===== config.mk =====
export PLATFORM = sky130hd
export DESIGN_NAME = rgb_pixel_port
export DESIGN_NICKNAME = d
export VERILOG_FILES = /design/src/rtl/rgb_pixel_port.sv
export SDC_FILE = /design/constraint.sdc
export NUM_CORES = 1
export LEC_CHECK = 0
export ABC_AREA = 1
export ABC_CLOCK_PERIOD_IN_PS = 2560
export CAP_MARGIN = 10
export CORE_ASPECT_RATIO = 1.5
export CORE_MARGIN = 2
export CORE_UTILIZATION = 43
export CTS_CLUSTER_DIAMETER = 150
export CTS_CLUSTER_SIZE = 40
export DETAILED_ROUTE_END_ITERATION = 10
export PLACE_DENSITY_LB_ADDON = 0.12
export REMOVE_ABC_BUFFERS = 1
export SYNTH_ARGS = -nofsm -noshare
export SYNTH_HDL_FRONTEND = slang
export SYNTH_SLANG_ARGS = --single-unit

===== constraint.sdc =====
create_clock -name clk -period 2.56 [get_ports clk]
set_clock_uncertainty 0.1 [all_clocks]
set_input_delay 0.512 -clock clk [delete_from_list [all_inputs] [get_ports clk]]
set_output_delay 0.512 -clock clk [all_outputs]
set_load 0.02 [all_outputs]

===== src/rtl/rgb_pixel_port.sv =====
// Per-channel pixel load/store responder in front of a 24-bit synchronous pixel RAM.
// Loads return one colour byte; stores do a read-modify-write of a single channel.
module rgb_pixel_port #(
    parameter int ADDR_W    = 16,
    parameter int DATA_W    = 32,
    parameter int PIX_DEPTH = 16384
) (
    input  logic              clk,
    input  logic              rst,
    input  logic              req_valid,
    input  logic              MemWrite,
    input  logic [1:0]        RGB,
    input  logic [ADDR_W-1:0] addr,
    input  logic [DATA_W-1:0] wdata,
    output logic              busy,
    output logic              done,
    output logic              err,
    output logic [DATA_W-1:0] rdata,
    output logic [ADDR_W-1:0] mem_addr,
    output logic              mem_we,
    output logic [23:0]       mem_wdata,
    input  logic [23:0]       mem_rdata
);

    typedef enum logic [2:0] {
        IDLE,
        ISSUE,
        CAPTURE,
        RESP,
        WRITE,
        ERR
    } state_t;

    localparam logic [ADDR_W:0] PIX_LIM = (ADDR_W+1)'(PIX_DEPTH);

    state_t            state_reg, state_next;
    logic [ADDR_W-1:0] mem_addr_reg;
    logic [1:0]        rgb_reg;
    logic              write_reg;
    logic [7:0]        wbyte_reg;
    logic [DATA_W-1:0] rdata_reg;
    logic [23:0]       merge_reg;

    logic              accept;
    logic              in_range;
    logic [23:0]       merged;
    logic [7:0]        lane_byte [3];
    logic [7:0]        sel_byte;
    logic              unused_wdata;

    assign accept       = req_valid && (RGB != 2'b00);
    assign in_range     = {1'b0, addr} < PIX_LIM;
    assign unused_wdata = ^wdata[DATA_W-1:8];

    // Lane gi holds byte [gi*8 +: 8]; channel code is 3-gi (R=01 at the top lane, B=11 at the bottom).
    generate
        for (genvar gi = 0; gi < 3; gi++) begin : g_lane
            logic lane_hit;
            assign lane_hit            = (rgb_reg == 2'(3 - gi));
            assign merged[gi*8 +: 8]   = lane_hit ? wbyte_reg : mem_rdata[gi*8 +: 8];
            assign lane_byte[gi]       = lane_hit ? mem_rdata[gi*8 +: 8] : 8'h00;
        end
    endgenerate

    always_comb begin
        sel_byte = 8'h00;
        for (int i = 0; i < 3; i++) begin
            sel_byte = sel_byte | lane_byte[i];
        end
    end

    always_ff @(posedge clk) begin
        if (rst) begin
            state_reg <= IDLE;
        end else begin
            state_reg <= state_next;
        end
    end

    always_comb begin
        state_next = state_reg;
        busy       = 1'b1;
        done       = 1'b0;
        err        = 1'b0;
        mem_we     = 1'b0;
        case (state_reg)
            IDLE: begin
                busy = 1'b0;
                if (accept) begin
                    state_next = in_range ? ISSUE : ERR;
                end
            end
            ISSUE:   state_next = CAPTURE;
            CAPTURE: state_next = write_reg ? WRITE : RESP;
            RESP: begin
                done       = 1'b1;
                state_next = IDLE;
            end
            WRITE: begin
                done       = 1'b1;
                // Gated by reset so a reset landing on the write cycle leaves the RAM untouched.
                mem_we     = !rst;
                state_next = IDLE;
            end
            ERR: begin
                done       = 1'b1;
                err        = 1'b1;
                state_next = IDLE;
            end
            default: state_next = IDLE;
        endcase
    end

    always_ff @(posedge clk) begin
        if (rst) begin
            mem_addr_reg <= '0;
            rgb_reg      <= 2'b00;
            write_reg    <= 1'b0;
            wbyte_reg    <= 8'h00;
            rdata_reg    <= '0;
            merge_reg    <= 24'h000000;
        end else begin
            case (state_reg)
                IDLE: begin
                    if (accept) begin
                        rgb_reg   <= RGB;
                        write_reg <= MemWrite;
                        wbyte_reg <= wdata[7:0];
                        // Out-of-range requests never touch the RAM address bus.
                        if (in_range) begin
                            mem_addr_reg <= addr;
                        end
                    end
                end
                CAPTURE: begin
                    if (write_reg) begin
                        merge_reg <= merged;
                    end else begin
                        rdata_reg <= DATA_W'(sel_byte);
                    end
                end
                default: ;
            endcase
        end
    end

    assign rdata     = rdata_reg;
    assign mem_addr  = mem_addr_reg;
    assign mem_wdata = merge_reg;

endmodule

Yosys cells after proc, flatten, opt, wreduce, memory -nomap -nowiden
Cells that the tools add are included. Widths: inputs -> output; s select.

Flip-flop bits (word level): 62. Logic and storage cells: 43.

Order comparisons: 1. Eq/ne operators: 9. Multiplexer cells: 14. Bitwise logic cells: 3. Reduce and logical (&&, ||, !) cells: 9.

Operators with widths (count): $mux 8 (6); $lt 16x15->1 const B (1); $or 8x8->8 (2); $mux 3 (3); $pmux 3 s3 (1); $eq 3x2->1 const B (2); $eq 3x3->1 const B (2); $reduce_and 2->1 (3); $eq 2x2->1 const B (2); $mux 1 (4); $eq 3x1->1 const B (1); $logic_not 3->1 (1); $reduce_and 3->1 (1); $reduce_or 3->1 (1); $eq 2x1->1 const B (1); $ne 2x2->1 const B (1); $reduce_bool 2->1 (1); $logic_and 1x1->1 (1); $logic_not 1->1 (1); $not 1->1 (1).

Longest topological paths before layout
Gate-level depths: netlist of run 1.

Depth after elaboration: 4. Gate-level depth with buffers: 8. Mapped depth without buffers: 7.

Least setup slack after synthesis of run 1
No wires, ideal clock.

Path kind: input -> output. Start: input port rst. End: output port mem_we. Data arrival time: 0.997 ns. Path slack: 0.951 ns. Stages: 1. Buffers on the path: 0. Cell sequence: nor3_1.

Word-level cells in the longest chain between the ends: 2.

Ends and longest elaborated chain: start: declaration (line 9) `input logic rst,`; $logic_not 1->1 (line 102) `mem_we = !rst;`; $mux 1 (line 86) `case (state_reg)`; end: declaration (line 20) `output logic mem_we,`.

Every way passes these cells.

Worst setup path after layout of run 1
Same ends and word-level chain as after synthesis.

==> impl_metrics.toml, run 1 <==
[run_status]
status = "finished, final reports clean"

[clock_tree]
ctsHoldBuffers = 0
cts_sinks = 62
post-cts-setup-buffers = 0
clk-insertion-delay-late_ns = 0.33
cts_resized = 0
cts_tree = "built"
clock-root-buffer = "clkbuf_8"
htree_levels = 3
clock_path_buffers = 2
cts_made_buffers = 9
clk_pin_slew_ns = 0.06

[detailed_routing]
drtIter0Drc = 77
ant_nets = 0
drt-wirelength-per-cell_um = 12.3
wl_mm = 7.60
first_pass_iters = 4
via_count = 2929
drc = 0
drt-vias-per-instance = 4.74

[logic_synthesis]
yosysTopAreaCellShare_pct = 41.4
synth_warnings = 0
syn_area_um2 = 3000
async_reset_ff_share_pct = 0
synth_cells = 435
synth.area.top_cells = "dfxtp_1 41%, nor2_1 13%, o21ai_0 9.3%"
yosysSeqAreaShare_pct = 41.4
synth-edff-count = 0
yosysUniqueCellTypes = 21
synth.avg_cell_area_um2 = 6.89
synth-seq-cells = 62
yosysMostFrequentCell = "nor2_1"
yosysTopAreaCell = "dfxtp_1"
ys_top_cells_by_count = "107 x nor2_1, 69 x nand2_1, 62 x dfxtp_1"
ys.flop_type = "dfxtp_1"

[power]
p_leak_nw = 1.83
power_density_nw_per_um2 = 754
max-vdd-ir-drop_v = 0.000480

[timing]
slew-limit-headroom_pct = 61.1
period_needed_ns = 2.35
hold_viol_final = 0
fin_crit_sh_pct = 91.8
tightest_slew_ns = 0.582
grt_setup_unrepaired = "false"
slew_viol_final = 0
setup_tns_ns = 0
setup_viol = 0
fmax_mhz = 426

[global_route]
antenna_found_initial = 0
grt_pass1_wl_mm = 11.9
track_usage_pct = 19.9
grt_pass1_vias = 2593
grt_max_degree = 61
grt-ovfl-total = 0

[placed_design]
placement.io_buffers = 105
dp_hpwl_mm = 5.33
gp_congestion = 0.789

[setup_path]
worstPathRequired_ns = 1.95
worstPathArrival_ns = 1.74
path_class = "input port to output port"
start_kind = "input port"
r2r_cells = 6
cp_max_fo = 2
end_kind = "output port"

[floorplan]
initial_core_util_pct = 44.1
dieWidth_um = 72.2
die_h_um = 106
rows = 37
io_pins = 154
core_um2 = 6810
die_area_um2 = 7670

[final_layout]
final_util_pct = 61.4
finalNetCount = 613
largest_reg_flops = 24
drive_gt1_share_pct = 7.41
antenna_cells = 0
areaGrowthSynthToFinish_pct = 39.4

[min_path]
hold-path-cell-count = 2
min_path_type = "register to register"

[run]
max_cap_viol_count = 0
==> per-layer routing <==
metal	vias to the layer above	GRT usage [%]	part of all wire (%)
met5	-	0	0
met4	0	7.68	1.9
met3	16	3.98	6.3
met2	99	35.3	50
met1	1306	23.0	42
li1	1508	-	-
==> report_power, final <==
| part | switching, mW | internal, mW | leakage [nW] | total, mW |
|---|---|---|---|---|
| combinational | 0.638 | 0.404 | 1.22 | 1.04 |
| clock | 0.359 | 0.572 | 0.110 | 0.931 |
| sequential | 0.0838 | 1.10 | 0.503 | 1.18 |
| total | 1.08 | 2.07 | 1.83 | 3.15 |
==> worst max-delay path, cell delays in order <==
cell,delay (ns)
clkdlybuf4s50_1,0.43
nor3_1,0.17
clkdlybuf4s50_1,0.63
==> cell usage in the layout (no fill, tap or decap), types with 2 or more instances in the layout <==
master           count
clkdlybuf4s50_1    105
nand2_1             69
nor2_4               4
nand3_1             24
clkinv_2             2
conb_1              24
clkbuf_8            10
a21oi_1              5
bufinv_16            2
dfxtp_1             62
clkbuf_1             2
o21ai_1             13
inv_1               32
o21ai_0             56
buf_4                2
nor2_2              12
nor2_1             107
inv_2                4
==> through the flow <==
| stage | power, mW | hold slack (ns) | setup WS (ns) | instance area [µm²] | cells |
|---|---|---|---|---|---|
| after floorplan | 1.82 | 0.365 | 0.832 | 2780 | 416 |
| after global placement | 2.23 | 0.333 | 0.223 | 3960 | 602 |
| after detailed placement | 2.25 | 0.337 | 0.216 | 3960 | 602 |
| after CTS | 3.18 | 0.346 | 0.209 | 4180 | 618 |
| after global routing | 3.35 | 0.367 | 0.175 | 4180 | 618 |
| final | 3.15 | 0.343 | 0.211 | 4180 | 618 |
==> final cells by class <==
| class | count | area (µm²) |
|---|---|---|
| fillers | 667 | 2630 |
| inverters | 36 | 135 |
| clock inverters | 4 | 70.1 |
| flip-flops and latches | 62 | 1240 |
| repair buffers | 108 | 1090 |
| well taps | 78 | 97.6 |
| multi-input cells | 318 | 1400 |
| clock buffers | 12 | 145 |
==> final timing paths <==
kind                                           startpoint                        end  slack (ns)
worst min-delay path            mem_addr[14]$_SDFFE_PP0P_  mem_addr[14]$_SDFFE_PP0P_        0.34
worst max register to register  state_reg[2]$_SDFFE_PP0P_  mem_wdata[1]$_SDFFE_PP0P_        0.74
worst max-delay path                                  rst                     mem_we        0.21
worst min register to register  mem_addr[14]$_SDFFE_PP0P_  mem_addr[14]$_SDFFE_PP0P_        0.34
==> cell families (layout without fill, tap and decap cells) <==
logic type             Yosys count  count (layout)  synth area share, %
AOI/OAI and AO/OA               74              74                 12.4
other                            1              24                0.125
and+or+nand+nor                220             220                 31.5
buffers and inverters           78             160                 14.6
DFF                             62              62                 41.4
Power figures use the tool's default switching activity.
==> inputs of run 2 (changes only) <==
RECOVER_POWER = 100   (was not set)
SKIP_LAST_GASP = 1   (was not set)
==> impl_metrics.toml, run 2 (synthesis results as in run 1) <==
[floorplan]
io_pins = 154
dieWidth_um = 72.2
rows = 37
core_um2 = 6810
die_h_um = 106
initial_core_util_pct = 44.1
die_area_um2 = 7670

[clock_tree]
cts_sinks = 62
htree_levels = 3
clock_path_buffers = 2
cts_tree = "built"
ctsHoldBuffers = 0
clk_pin_slew_ns = 0.06
clk-insertion-delay-late_ns = 0.33
clock-root-buffer = "clkbuf_8"
cts_resized = 0
cts_made_buffers = 9
post-cts-setup-buffers = 0

[timing]
period_needed_ns = 2.40
tightest_slew_ns = 1.07
hold_viol_final = 0
slew_viol_final = 0
setup_viol = 0
fin_crit_sh_pct = 93.8
setup_tns_ns = 0
grt_setup_unrepaired = "false"
slew-limit-headroom_pct = 28.1
fmax_mhz = 416

[detailed_routing]
drt-wirelength-per-cell_um = 12.3
via_count = 2915
first_pass_iters = 4
wl_mm = 7.61
drtIter0Drc = 77
ant_nets = 0
drt-vias-per-instance = 4.72
drc = 0

[min_path]
min_path_type = "register to register"
hold_path_end = "mem_addr[14]$_SDFFE_PP0P_"
min-delay-start = "mem_addr[14]$_SDFFE_PP0P_"
hold-path-cell-count = 2

[setup_path]
start_kind = "input port"
worstPathRequired_ns = 1.95
r2r_slack_ns = 0.33
r2r_cells = 6
max_stage_delay_ns = 0.69
r2r-end = "mem_wdata[7]$_SDFFE_PP0P_"
cp_max_fo = 2
crit_chain = "clkdlybuf4s50_1 > nor3_1 > dlygate4sd3_1"
r2r-start = "state_reg[2]$_SDFFE_PP0P_"
end_kind = "output port"
crit_family = "buffers and inverters"
cp_num_buf_inv = 2
slowest_stage = "dlygate4sd3_1"
worstPathArrival_ns = 1.79
path_class = "input port to output port"

[power]
p_leak_nw = 2.01
power_density_nw_per_um2 = 746
max-vdd-ir-drop_v = 0.000481

[final_layout]
areaGrowthSynthToFinish_pct = 38.9
final_common_cell = "nor2_1"
final_util_pct = 61.2
instances_no_fill = 618
largest_reg_flops = 24
final_cell_mix = "108 x nor2_1, 70 x nand2_1, 62 x dfxtp_1"
finalNetCount = 613
drive_gt1_share_pct = 6.85
antenna_cells = 0

[global_route]
track_usage_pct = 19.9
antenna_found_initial = 0
grt-ovfl-total = 0
grt_max_degree = 61
grt_pass1_wl_mm = 11.9
grt_pass1_vias = 2593

[placed_design]
dp_hpwl_mm = 5.33
gp_congestion = 0.789
placement.io_buffers = 105
dpl.cell_count = 602

[run]
max_cap_viol_count = 0

[run_status]
status = "finished, final reports clean"
-- run 2: changes by cell type in the layout (fill, tap and decap cells not counted) --
cell / change
clkdlybuf4s50_1: -53
nor2_1: +1
o21ai_1: -1
inv_1: +1
dlygate4sd3_1: +53
nand2_2: -1
o21ai_0: +1
inv_2: -1
nor2_2: +1
nand2_1: +1
nor2_4: -2
-- run 2: how the worst max path moves through the flow --
stage,startpoint,end,slack (ns),depth (start not counted)
2_1_floorplan,rst,state_reg[0]$_SDFFE_PP0P_,0.83,3
3_3_place_gp,rst,mem_we,0.22,3
3_5_place_dp,rst,mem_we,0.22,3
4_1_cts,rst,mem_we,0.21,3
5_1_grt,RGB[1],wbyte_reg[0]$_SDFFE_PP0P_,0.09,6
6_report,rst,mem_we,0.16,3
-- run 2: per-layer routing --
| layer | routed length (µm) | GRT usage [%] |
|---|---|---|
| met1 | 3180 | 23.0 |
| met2 | 3840 | 35.3 |
| met3 | 473 | 3.98 |
| met4 | 119 | 7.68 |
| met5 | 0 | 0 |
-- run 2: through the flow --
step	hold WS, ns	power (mW)	cell area, µm²	worst slack (ns)
2_1_floorplan	0.365	1.82	2780	0.832
3_3_place_gp	0.333	2.23	3960	0.223
3_5_place_dp	0.337	2.25	3960	0.216
4_1_cts	0.346	3.18	4180	0.209
5_1_grt	0.364	3.30	4160	0.0926
6_report	0.340	3.11	4160	0.158
-- run 2: power breakdown --
| group | internal [mW] | switching [mW] | total, mW |
|---|---|---|---|
| logic | 0.371 | 0.628 | 0.999 |
| registers | 1.10 | 0.0807 | 1.18 |
| clock network | 0.572 | 0.361 | 0.933 |
| total | 2.04 | 1.07 | 3.11 |
-- run 2: worst min-delay path: stages, from the launching register on --
cell and delay [ns]:
dfxtp_1 0.31, nand2_1 0.06, nor2_1 0.04
-- run 2: layout make-up --
class	count	area [µm²]
Tap cell	78	97.6
Clock buffer	12	145
Inverter	36	135
Sequential cell	62	1240
Timing Repair Buffer	108	1090
Multi-Input combinational cell	318	1390
Fill cell	670	2640
Clock inverter	4	70.1
==> inputs of run 3 (changes only) <==
ABC_CLOCK_PERIOD_IN_PS = 2850   (was 2560)
clock period = 2.85 ns   (was 2.56 ns; I/O delays follow)
==> impl_metrics.toml, run 3 (synthesis results as in run 1) <==
[run_status]
status = "finished, final reports clean"

[detailed_routing]
drtIter0Drc = 121
drc = 0
ant_nets = 0
drt-wirelength-per-cell_um = 12.5
via_count = 2911
wl_mm = 7.71
first_pass_iters = 4
drt-vias-per-instance = 4.70

[clock_tree]
cts_tree = "built"
clock-root-buffer = "clkbuf_8"
cts_resized = 0
post-cts-setup-buffers = 0
clk-insertion-delay-late_ns = 0.33
cts_sinks = 62
htree_levels = 3
clk_pin_slew_ns = 0.07
clock_path_buffers = 2
ctsHoldBuffers = 0
cts_made_buffers = 9

[final_layout]
finalNetCount = 614
register_area_um2 = 1240
antenna_cells = 0
final_cell_mix = "111 x nor2_1, 70 x nand2_1, 62 x dfxtp_1"
areaGrowthSynthToFinish_pct = 39.2
multi_input_area_um2 = 1390
drive_gt1_share_pct = 6.28
fill_cells = 634
largest_reg_flops = 24
final_util_pct = 61.3
final_common_cell = "nor2_1"
instances_no_fill = 619

[floorplan]
die_h_um = 106
dieWidth_um = 72.2
core_um2 = 6810
io_pins = 154
rows = 37
initial_core_util_pct = 44.1
die_area_um2 = 7670

[global_route]
grt_pass1_wl_mm = 12.1
antenna_found_initial = 0
grt_pass1_vias = 2713
grt-ovfl-total = 0
grt_max_degree = 38
track_usage_pct = 20.5

[placed_design]
dp_hpwl_mm = 5.40
placement.io_buffers = 105
gp_congestion = 0.793
dpl.cell_count = 603
dp_slack_ns = 0.389

[timing]
fmax_mhz = 384
slew_viol_final = 0
setup_viol = 0
setup_tns_ns = 0
fin_crit_sh_pct = 91.4
fin_ws_ns = 0.246
hold_viol_final = 0
grt_setup_unrepaired = "false"
tightest_slew_ns = 0.737
slew-limit-headroom_pct = 50.8
period_needed_ns = 2.60

[setup_path]
path_class = "input port to output port"
worstPathArrival_ns = 1.93
start_kind = "input port"
end_kind = "output port"
cp_max_fo = 2
worstPathRequired_ns = 2.18

[power]
power.switching_mw = 0.961
max-vdd-ir-drop_v = 0.000323
sw_frac_of_total_pct = 34.0
internal-power_mw = 1.87
p_leak_nw = 2.01
p_comb_share_pct = 31.4
total_power_mw = 2.83
clockPowerShare_pct = 31.5
power_density_nw_per_um2 = 679
p_seq_share_pct = 37.1

[min_path]
min_path_type = "register to register"

[run]
max_cap_viol_count = 0
## run 3: layer usage
metal	up-vias	track usage, %	share of wire, %
met4	0	8.76	1.3
met1	1300	23.1	41
li1	1510	-	-
met3	9	4.83	6.4
met2	92	35.8	52
met5	-	0	0
## run 3: final timing paths
check | startpoint | to | slack [ns] | cells past startpoint
worst min register to register | mem_addr[15]$_SDFFE_PP0P_ | mem_addr[15]$_SDFFE_PP0P_ | 0.34 | 2
worst max-delay path | rst | mem_we | 0.25 | 3
worst max register to register | state_reg[2]$_SDFFE_PP0P_ | mem_wdata[0]$_SDFFE_PP0P_ | 0.90 | 7
worst min-delay path | mem_addr[15]$_SDFFE_PP0P_ | mem_addr[15]$_SDFFE_PP0P_ | 0.34 | 2
## run 3: critical path, stage by stage
cell	delay (ns)
dlygate4sd3_1	0.56
nor3_1	0.18
clkdlybuf4s50_1	0.62
## run 3: power by group through the flow
| stage | registers [mW] | clock network, mW | logic [mW] |
|---|---|---|---|
| finish | 1.05 | 0.891 | 0.890 |
| global route | 1.06 | 0.958 | 0.998 |
| CTS | 1.06 | 0.910 | 0.941 |
| detailed placement | 1.08 | 0 | 0.938 |
| global placement | 1.07 | 0 | 0.926 |
| floorplan | 1.14 | 0 | 0.502 |
## run 3: through the flow
stage | hold WS, ns | instance area (µm²)
finish | 0.340 | 4170
global route | 0.356 | 4170
CTS | 0.350 | 4190
detailed placement | 0.339 | 3960
global placement | 0.333 | 3960
floorplan | 0.365 | 2780
## run 3: area by class of cell
| class | count | area share (%) |
|---|---|---|
| Multi-Input combinational cell | 318 | 33.2 |
| Sequential cell | 62 | 29.7 |
| Timing Repair Buffer | 109 | 25.8 |
| Clock buffer | 13 | 4.05 |
| Inverter | 36 | 3.24 |
| Tap cell | 78 | 2.34 |
| Clock inverter | 3 | 1.56 |
